File: config.mk
export PLATFORM = sky130hd
export DESIGN_NAME = usart_rx
export DESIGN_NICKNAME = d
export VERILOG_FILES = /design/src/rtl/usart_pkg.sv /design/src/rtl/usart_rx_fifo.sv /design/src/rtl/usart_rx.sv
export SDC_FILE = /design/constraint.sdc
export NUM_CORES = 1
export LEC_CHECK = 0
export ABC_AREA = 1
export BUFFER_PORTS_ARGS = -buffer_cell sky130_fd_sc_hd__buf_2
export CORE_MARGIN = 2
export CORE_UTILIZATION = 36
export DETAILED_ROUTE_END_ITERATION = 8
export MAX_ROUTING_LAYER = met4
export PLACE_DENSITY = 0.62
export SKIP_LAST_GASP = 1
export SYNTH_ARGS = -nofsm -noshare
export SYNTH_HDL_FRONTEND = slang
export SYNTH_HIERARCHICAL = 1
export SYNTH_SLANG_ARGS = --single-unit
File: constraint.sdc
create_clock -name clk -period 2.3 [get_ports clk]
set_clock_uncertainty 0.15 [all_clocks]
set_input_delay 0.345 -clock clk [delete_from_list [all_inputs] [get_ports clk]]
set_output_delay 0.345 -clock clk [all_outputs]
set_load 0.02 [all_outputs]
File: src/rtl/usart_pkg.sv
// Shared types and constants for the USART receive path.
package usart_pkg;

   localparam int OVERSAMPLE = 16;
   localparam int CNT_W      = $clog2(OVERSAMPLE);

   // Oversample ticks (pre-increment count) around the middle of a bit cell
   localparam logic [CNT_W-1:0] SMP_FIRST = CNT_W'(7);
   localparam logic [CNT_W-1:0] SMP_MID   = CNT_W'(8);
   localparam logic [CNT_W-1:0] SMP_LAST  = CNT_W'(9);

   typedef enum logic [1:0] {
      PAR_NONE = 2'b00,
      PAR_EVEN = 2'b10,
      PAR_ODD  = 2'b11
   } parity_mode_e;

   typedef enum logic [2:0] {
      ST_IDLE,
      ST_START,
      ST_DATA,
      ST_PARITY,
      ST_STOP1,
      ST_STOP2
   } rx_state_e;

   // The reserved encoding 01 behaves as "no parity"
   function automatic parity_mode_e par_decode(input logic [1:0] mode);
      case (mode)
         2'b10:   return PAR_EVEN;
         2'b11:   return PAR_ODD;
         default: return PAR_NONE;
      endcase
   endfunction

   function automatic logic maj3(input logic a, input logic b, input logic c);
      return (a & b) | (a & c) | (b & c);
   endfunction

endpackage

File: src/rtl/usart_rx_fifo.sv
// Small receive buffer; pointers carry an extra wrap bit to tell full from empty.
module usart_rx_fifo #(
   parameter int WIDTH = 10,
   parameter int DEPTH = 2
) (
   input  logic             clk,
   input  logic             rst,
   input  logic             push,
   input  logic             pop,
   input  logic [WIDTH-1:0] din,
   output logic [WIDTH-1:0] dout,
   output logic             empty,
   output logic             full
);

   localparam int AW = $clog2(DEPTH);

   logic [WIDTH-1:0] r_mem [DEPTH];
   logic [AW:0]      r_wr_ptr;
   logic [AW:0]      r_rd_ptr;
   logic             w_do_pop;
   logic             w_do_push;

   assign empty = (r_wr_ptr == r_rd_ptr);
   assign full  = (r_wr_ptr[AW] != r_rd_ptr[AW]) &&
                  (r_wr_ptr[AW-1:0] == r_rd_ptr[AW-1:0]);

   // A pop in the same cycle frees the slot a push into a full buffer needs
   assign w_do_pop  = pop & ~empty;
   assign w_do_push = push & (~full | w_do_pop);

   always_ff @(posedge clk) begin
      if (rst) begin
         r_wr_ptr <= '0;
         r_rd_ptr <= '0;
      end else begin
         if (w_do_push) r_wr_ptr <= r_wr_ptr + (AW+1)'(1);
         if (w_do_pop)  r_rd_ptr <= r_rd_ptr + (AW+1)'(1);
      end
   end

   always_ff @(posedge clk) begin
      if (w_do_push) r_mem[r_wr_ptr[AW-1:0]] <= din;
   end

   assign dout = r_mem[r_rd_ptr[AW-1:0]];

endmodule

File: src/rtl/usart_rx.sv
// USART receiver: 16x oversampled, majority-voted bits, optional parity,
// one or two stop bits, small receive buffer with per-character error flags.
module usart_rx
   import usart_pkg::*;
#(
   parameter int DATA_WIDTH = 8,
   parameter int FIFO_DEPTH = 2
) (
   input  logic                  clk,
   input  logic                  rst,
   input  logic                  baud_tick,
   input  logic                  rx_en,
   input  logic                  rxd,
   input  logic [1:0]            parity_mode,
   input  logic                  stop_bits,
   input  logic                  rd_en,
   output logic [DATA_WIDTH-1:0] rx_data,
   output logic                  rx_valid,
   output logic                  frame_err,
   output logic                  parity_err,
   output logic                  overrun,
   output logic                  rx_busy
);

   localparam int BCW = $clog2(DATA_WIDTH + 1);
   localparam int EW  = DATA_WIDTH + 2;
   localparam logic [BCW-1:0] LAST_BIT = BCW'(DATA_WIDTH - 1);

   rx_state_e             r_state;
   rx_state_e             w_state_next;
   logic                  r_sync1;
   logic                  r_sync2;
   logic                  r_sync_q;
   logic [CNT_W-1:0]      r_cnt;
   logic                  r_smp_a;
   logic                  r_smp_b;
   logic [DATA_WIDTH-1:0] r_shift;
   logic [BCW-1:0]        r_bitcnt;
   parity_mode_e          r_par_mode;
   logic                  r_two_stop;
   logic                  r_par_err;
   logic                  r_frm_err;
   logic                  r_overrun;
   logic                  w_start;
   logic                  w_decide;
   logic                  w_maj;
   logic                  w_push;
   logic                  w_pop;
   logic                  w_frm_now;
   logic                  w_empty;
   logic                  w_full;
   logic [EW-1:0]         w_din;
   logic [EW-1:0]         w_dout;

   always_ff @(posedge clk) begin
      if (rst) begin
         r_sync1  <= 1'b1;
         r_sync2  <= 1'b1;
         r_sync_q <= 1'b1;
      end else begin
         r_sync1  <= rxd;
         r_sync2  <= r_sync1;
         r_sync_q <= r_sync2;
      end
   end

   assign w_start  = (r_state == ST_IDLE) && rx_en && r_sync_q && !r_sync2;
   assign w_decide = baud_tick && (r_cnt == SMP_LAST);
   assign w_maj    = maj3(r_smp_a, r_smp_b, r_sync2);

   always_ff @(posedge clk) begin
      if (rst)            r_cnt <= '0;
      else if (w_start)   r_cnt <= '0;
      else if (baud_tick) r_cnt <= r_cnt + CNT_W'(1);
   end

   always_ff @(posedge clk) begin
      if (baud_tick && r_cnt == SMP_FIRST) r_smp_a <= r_sync2;
      if (baud_tick && r_cnt == SMP_MID)   r_smp_b <= r_sync2;
      if (w_decide && r_state == ST_DATA)  r_shift <= {w_maj, r_shift[DATA_WIDTH-1:1]};
   end

   always_ff @(posedge clk) begin
      if (rst) r_state <= ST_IDLE;
      else     r_state <= w_state_next;
   end

   always_comb begin
      w_state_next = r_state;
      w_push       = 1'b0;
      w_frm_now    = r_frm_err;
      case (r_state)
         ST_IDLE:   if (w_start) w_state_next = ST_START;
         ST_START:  if (w_decide) w_state_next = w_maj ? ST_IDLE : ST_DATA;
         ST_DATA: begin
            if (w_decide && r_bitcnt == LAST_BIT)
               w_state_next = (r_par_mode == PAR_NONE) ? ST_STOP1 : ST_PARITY;
         end
         ST_PARITY: if (w_decide) w_state_next = ST_STOP1;
         ST_STOP1: begin
            if (w_decide) begin
               w_frm_now = ~w_maj;
               if (r_two_stop) begin
                  w_state_next = ST_STOP2;
               end else begin
                  w_push       = 1'b1;
                  w_state_next = ST_IDLE;
               end
            end
         end
         ST_STOP2: begin
            if (w_decide) begin
               w_frm_now    = r_frm_err | ~w_maj;
               w_push       = 1'b1;
               w_state_next = ST_IDLE;
            end
         end
         default:   w_state_next = ST_IDLE;
      endcase
      // Disabling the receiver abandons any character in flight
      if (!rx_en) begin
         w_state_next = ST_IDLE;
         w_push       = 1'b0;
      end
   end

   always_ff @(posedge clk) begin
      if (rst) begin
         r_bitcnt   <= '0;
         r_par_err  <= 1'b0;
         r_frm_err  <= 1'b0;
         r_par_mode <= PAR_NONE;
         r_two_stop <= 1'b0;
      end else if (w_start) begin
         r_bitcnt   <= '0;
         r_par_err  <= 1'b0;
         r_frm_err  <= 1'b0;
         r_par_mode <= par_decode(parity_mode);
         r_two_stop <= stop_bits;
      end else if (w_decide) begin
         case (r_state)
            ST_DATA:   r_bitcnt  <= r_bitcnt + BCW'(1);
            ST_PARITY: r_par_err <= (r_par_mode == PAR_ODD) ? ~(^r_shift ^ w_maj)
                                                           :  (^r_shift ^ w_maj);
            ST_STOP1:  r_frm_err <= ~w_maj;
            default:   ;
         endcase
      end
   end

   assign w_din = {r_shift, w_frm_now, r_par_err};
   assign w_pop = rd_en & ~w_empty;

   usart_rx_fifo #(
      .WIDTH (EW),
      .DEPTH (FIFO_DEPTH)
   ) u_fifo (
      .clk   (clk),
      .rst   (rst),
      .push  (w_push),
      .pop   (w_pop),
      .din   (w_din),
      .dout  (w_dout),
      .empty (w_empty),
      .full  (w_full)
   );

   always_ff @(posedge clk) begin
      if (rst)                           r_overrun <= 1'b0;
      else if (w_pop)                    r_overrun <= 1'b0;
      else if (w_push && w_full)         r_overrun <= 1'b1;
   end

   // Buffer memory is not reset, so the head is masked while empty
   assign rx_valid   = ~w_empty;
   assign rx_data    = w_empty ? '0   : w_dout[EW-1:2];
   assign frame_err  = w_empty ? 1'b0 : w_dout[1];
   assign parity_err = w_empty ? 1'b0 : w_dout[0];
   assign overrun    = r_overrun;
   assign rx_busy    = (r_state != ST_IDLE);

endmodule

-- Yosys cells after proc, flatten, opt, wreduce, memory -nomap -nowiden
Memory sizes are Yosys's and may differ from the RTL's. A register that Yosys moved wholly into a read port is not among the register bits.
Index checks and enable logic that the tools add are counted.
- register bits: 34
- bits in writable memories: 20
- logic and storage cells: 107
- memories kept: 1
- $add $sub $neg: 4
- eq/ne operators: 21
- multiplexer cells: 27
- bitwise operators: 16
- reductions and logical operators: 22
- memory list (memory ; words ; width ; read ports ; clocked after memory_dff ; write ports ; RTL line ; RTL):
    u_fifo.r_mem ; 2 ; 10 ; 1 ; 1 ; 1 ; usart_rx_fifo.sv:18 ; logic [WIDTH-1:0] r_mem [DEPTH];
- operators with widths (operator ; number):
    two-way mux 3 bit ; 8
    case mux 3 bit (6 select lines) ; 1
    two-way mux 1 bit ; 13
    logical AND 1 bit ; 10
    != test 2 bit (second input constant) ; 5
    adder 4 x 1 -> 4 bit (second input constant) ; 2
    == test 4 x 3 -> 1 bit (second input constant) ; 2
    == test 4 bit (second input constant) ; 2
    two-way mux 8 bit ; 1
    parity 8 bit ; 1
    bitwise AND 1 bit ; 6
    == test 2 bit (second input constant) ; 3
    == test 3 x 2 -> 1 bit (second input constant) ; 2
    == test 3 bit (second input constant) ; 2
    AND reduction 2 bit ; 3
    AND reduction 6 bit ; 1
    OR reduction 2 bit ; 3
    inverter 1 bit ; 5
    adder 2 x 1 -> 2 bit (second input constant) ; 2
    OR 1 bit ; 4
    case mux 1 bit (2 select lines) ; 2
    case mux 2 bit (2 select lines) ; 1
    == test 3 x 1 -> 1 bit (second input constant) ; 1
    zero test 3 bit ; 1
    other kinds (9) ; 9

-- Longest topological paths before layout
- depth in word-level cells: 8
- depth in mapped cells: 12
- depth with buffers taken out: 12

-- By module
Netlist, hierarchy kept.
- modules (own cells, without submodules) (module ; times used ; cells each ; area an instance (µm²)):
    usart_rx ; 1 ; 211 ; 1635.3
    usart_rx_fifo ; 1 ; 72 ; 991.0

-- Least setup slack after synthesis
No wires, ideal clock.
- kind: register to register
- start: register u_fifo.r_wr_ptr[0]
- end: memory u_fifo.r_mem[0][0], enable pin
- setup time: 376 ps
- data arrival time: 1645 ps
- path slack: 129 ps
- stages on the path, launching flop included: 11
- path buffers: 0
- period minus slack after synthesis: 2171 ps
- cells stage by stage: dfxtp_1 > inv_1 > nand2_1 > nand2_2 > nand2_2 > inv_1 > nor2_1 > inv_1 > nand3_2 > nand2_2 > nor2_1
- longest elaborated chain between the ends: 8
- elaborated cells on any way between the ends: 11
- classes of those cells: 2 x eq/ne; 2 x mux; 6 x bitwise; 1 x reduce/logical
- ends and longest elaborated chain (element ; RTL line ; RTL):
    start, declared ; usart_rx_fifo.sv:19 ; logic [AW:0] r_wr_ptr;
    start signal, assigned ; usart_rx_fifo.sv:37 ; if (w_do_push) r_wr_ptr <= r_wr_ptr + (AW+1)'(1);
    == test 2 bit ; usart_rx_fifo.sv:24 ; assign empty = (r_wr_ptr == r_rd_ptr);
    named net w_empty ; usart_rx.sv:50 ; logic w_empty;
    inverter 1 bit ; usart_rx.sv:152 ; assign w_pop = rd_en & ~w_empty;
    bitwise AND 1 bit ; usart_rx.sv:152 ;
    named net w_pop ; usart_rx.sv:48 ; logic w_pop;
    bitwise AND 1 bit ; usart_rx_fifo.sv:29 ; assign w_do_pop = pop & ~empty;
    OR 1 bit ; usart_rx_fifo.sv:30 ; assign w_do_push = push & (~full | w_do_pop);
    bitwise AND 1 bit ; usart_rx_fifo.sv:30 ;
    two-way mux 1 bit ; usart_rx_fifo.sv:43 ; if (w_do_push) r_mem[r_wr_ptr[AW-1:0]] <= din;
    two-way mux 1 bit (implied by the code) ; usart_rx_fifo.sv:43 ;
    end, declared ; usart_rx_fifo.sv:18 ;
The timed path passes the listed nets, and every way through them passes these cells.

-- Final worst setup path
- start: register u_fifo.r_wr_ptr[0]
- end: output rx_data[2]
- longest elaborated chain between the ends: 2
- ends and longest elaborated chain (element ; RTL line ; RTL):
    == test 2 bit ; usart_rx_fifo.sv:24 ;
    named net w_empty ; usart_rx.sv:50 ;
    two-way mux 8 bit ; usart_rx.sv:176 ; assign rx_data = w_empty ? '0 : w_dout[EW-1:2];
    end, declared ; usart_rx.sv:17 ; output logic [DATA_WIDTH-1:0] rx_data,
The timed path passes the listed nets, and every way through them passes these cells.

==> results.yml <==
detailed_routing:
  drt-pass1-iter-count: 4
  route.vias.total: 1828
  postRouteAntennaNets: 0
  post_drt_via_cell_ratio: 4.45
  wl_um: 4250
  drt-initial-drc-count: 55
  wire_per_inst_um: 10.3
  drc: 0
setup_path:
  r2r_end: "u_fifo/r_mem[1][0]"
  start_kind: "flip-flop"
  cp_cell_sequence: "inv_1 -> nand2_1 -> nand2_2 -> nand2_2 -> inv_1 -> buf_4 -> nor2_1 -> buf_2"
  timing_worst_setup_path_type: "flip-flop to output port"
  path_max_fanout: 11
  crit_family: "buffers and inverters"
  crit_buf_inv: 4
  cp_slowest_stage_delay_ps: 440
  crit_slowest_cell: "dfxtp_1"
  r2r_slack_ps: 210
  ff2ff_path_depth: 6
  arrival_ps: 1600
  cp.required_ps: 1800
  cp-end-kind: "output port"
  rr_startpoint: "r_cnt[0]"
power:
  clkPwrFrac_pct: 32.7
  swShare_pct: 22.8
  switchingPower_mw: 0.378
  p_int_mw: 1.28
  power.density_nw_per_um2: 561
  power_leakage_nw: 1.23
  ir_drop_mv: 0.272
  p_comb_share_pct: 4.5
  p_seq_share_pct: 62.8
placed_design:
  dp_hpwl_um: 3190
  dpl.cell_count: 403
  gp_congestion: 0.873
  io_buffers: 21
cts:
  cts_sinks: 55
  cts-root-buf: "clkbuf_8"
  clk_latency_ps: 310
  htreeDepth: 2
  holdBufCountCts: 0
  clkSlewWorstSetupHoldPaths_ps: 100
  clockBufferDepth: 2
  cts_made_buffers: 5
  postCtsSetupRepairBufs: 0
  cts_tree: "built"
  cts-resized-gates: 0
job:
  maxCapViolations: 0
synth:
  synth_area_leaders: "edfxtp_1, dfxtp_1, nand2_1, inv_1, nand3_1"
  ys_types: 39
  synthDominantCellAreaShare_pct: 34.3
  synth_top_family_by_area: "simple AND/OR/NAND/NOR gates"
  synth_mux_area_share_pct: 4.29
  synthesis.nets: 296
  synth_xor_xnor_area_share_pct: 1.67
  synth-compound-area-share_pct: 6.15
  avgSynthCellArea_sq_um: 9.28
  synth_area_leader_cell: "edfxtp_1"
  ys_seq_elements: 55
  synth_fa_ha_area_share_pct: 1.91
  ys_seq_area_share_pct: 53.4
  synth_area_sq_um: 2630
  synth_warnings: 6
  yosys.area_share.simple_pct: 24.5
  synthCells: 283
final_layout:
  area_growth_pct: 12.5
  n_antenna_cell: 0
  drive_above_1_share_pct: 22.4
  finalNonFillerCells: 411
  num-fill-cells: 702
  nNetsFinal: 324
timing:
  tightest_slew_ps: 462
  tns_ps: 0
  drv_slew: 0
  setup_viol: 0
  holdWs_ps: 63.4
  fmax_mhz: 478
  fin_crit_ps: 2090
  slew_headroom_pct: 69.2
  period_share_pct: 91.0
  hold_viol_final: 0
  rsz0062_at_grt: "no"
hold_path:
  hold_path.class: "input port to flip-flop"
  hold_start: "rxd"
  holdPathStages: 2
  min_to: "r_sync1"
run_status:
  status: "completed"
global_routing:
  gr-total-overflow: 0
  grt_pass1_wl_um: 7130
  grt_max_degree: 19
  track_usage_pct: 12.0
  antenna_found_initial: 0
  first_global_vias: 1664
floorplan:
  start_util_pct: 36.6
  ios: 22
  die_y_um: 89.4
  dieWidth_um: 89.4
  std_cell_rows: 31
  core-area_sq_um: 7180
  die_area_sq_um: 7990
[synthesized netlist by cell type]
| cell | count |
|---|---|
| buf_2 | 1 |
| ha_1 | 4 |
| nand3b_1 | 1 |
| inv_2 | 4 |
| nor2_2 | 2 |
| o21a_1 | 1 |
| clkbuf_1 | 1 |
| inv_1 | 46 |
| nand4_1 | 1 |
| nor3_2 | 1 |
| nor2_1 | 28 |
| o22ai_1 | 1 |
| nand3_4 | 1 |
| a211oi_1 | 1 |
| inv_6 | 1 |
| a21oi_4 | 1 |
| or2_2 | 2 |
| nand3_1 | 26 |
| nand4_4 | 1 |
| o21ai_0 | 3 |
| o31ai_1 | 1 |
| a21oi_2 | 1 |
| a21oi_1 | 12 |
| o21ai_2 | 2 |
| nor3b_2 | 1 |
| nand2_2 | 5 |
| nor2_4 | 4 |
| nand2_4 | 1 |
| nand2_1 | 48 |
| nand3_2 | 1 |
| xnor2_1 | 2 |
| nor3_1 | 5 |
| and3_1 | 1 |
| edfxtp_1 | 30 |
| dfxtp_1 | 25 |
| mux2_2 | 10 |
| o21ai_1 | 3 |
| buf_4 | 1 |
| xor2_1 | 3 |
[state kept, by name (all words and copies together) (netlist names), 2 cells and up, named ones only]
signal / cells
r_cnt: 4
r_bitcnt: 4
u_fifo/r_rd_ptr: 2
r_par_mode: 2
r_shift: 8
u_fifo/r_mem: 20
r_state: 3
u_fifo/r_wr_ptr: 2
[layout by cell type (no fill, tap or decap), types with 2 or more instances in the layout]
cell / count
inv_1: 46
clkbuf_8: 5
nor2_4: 4
inv_2: 4
edfxtp_1: 30
buf_4: 3
o21ai_0: 3
mux2_2: 10
nand3_1: 26
nor2_2: 2
o21ai_2: 2
a21oi_1: 12
o21ai_1: 3
buf_2: 21
nor3_1: 5
xnor2_1: 2
nand2_2: 5
xor2_1: 3
nor2_1: 28
ha_1: 4
nand2_1: 48
dfxtp_1: 25
or2_2: 2
[power by group through the flow]
stage	clock network (mW)	registers [mW]	logic [mW]
floorplan	0	1.06	0.0552
global placement	0	1.06	0.0747
detailed placement	0	1.06	0.0759
CTS	0.565	1.04	0.0761
global route	0.598	1.04	0.0859
finish	0.542	1.04	0.0752
[final cells by class]
| type | count | area [sq um] | share of cell area [%] |
|---|---|---|---|
| multi-input cells | 174 | 1010 | 34.3 |
| well taps | 99 | 124 | 4.19 |
| inverters | 51 | 196 | 6.65 |
| flip-flops and latches | 55 | 1400 | 47.4 |
| clock inverters | 3 | 23.8 | 0.805 |
| clock buffers | 5 | 68.8 | 2.33 |
| repair buffers | 24 | 128 | 4.32 |
[cells by family after synthesis]
kind of cell,Yosys count
AND/OR/NAND/NOR,129
flip-flops,55
multiplexers,10
buffers and inverters,54
AO/OA/AOI/OAI,26
adder cells (fa/ha/maj),4
XOR/XNOR,5
[worst max path at each step]
| stage | start | endpoint | cells after the start |
|---|---|---|---|
| after floorplan | u_fifo/r_wr_ptr[0] | u_fifo/r_mem[0][0] | 10 |
| after global placement | r_cnt[0] | u_fifo/r_mem[1][7] | 6 |
| after detailed placement | r_cnt[0] | u_fifo/r_mem[1][7] | 6 |
| after CTS | u_fifo/r_wr_ptr[0] | rx_data[4] | 8 |
| after global routing | u_fifo/r_wr_ptr[0] | parity_err | 8 |
| final | u_fifo/r_wr_ptr[0] | rx_data[2] | 8 |
[per-stage QoR]
| step | worst slack [ps] | area (sq um) | total power [mW] | utilization (%) |
|---|---|---|---|---|
| 2_1_floorplan | 129 | 2630 | 1.12 | - |
| 3_3_place_gp | 266 | 2860 | 1.14 | 39.9 |
| 3_5_place_dp | 212 | 2860 | 1.14 | 39.9 |
| 4_1_cts | 197 | 2950 | 1.68 | 41.2 |
| 5_1_grt | 18.7 | 2950 | 1.73 | 41.2 |
| 6_report | 207 | 2950 | 1.66 | 41.2 |
[per-layer routing]
layer	wire [um]	global-route usage [%]
met3	122	3.05
met4	59	4.48
met1	2100	14.1
met2	1960	19.7
met5	0	-
No activity file was read; power rests on OpenSTA's default activity.
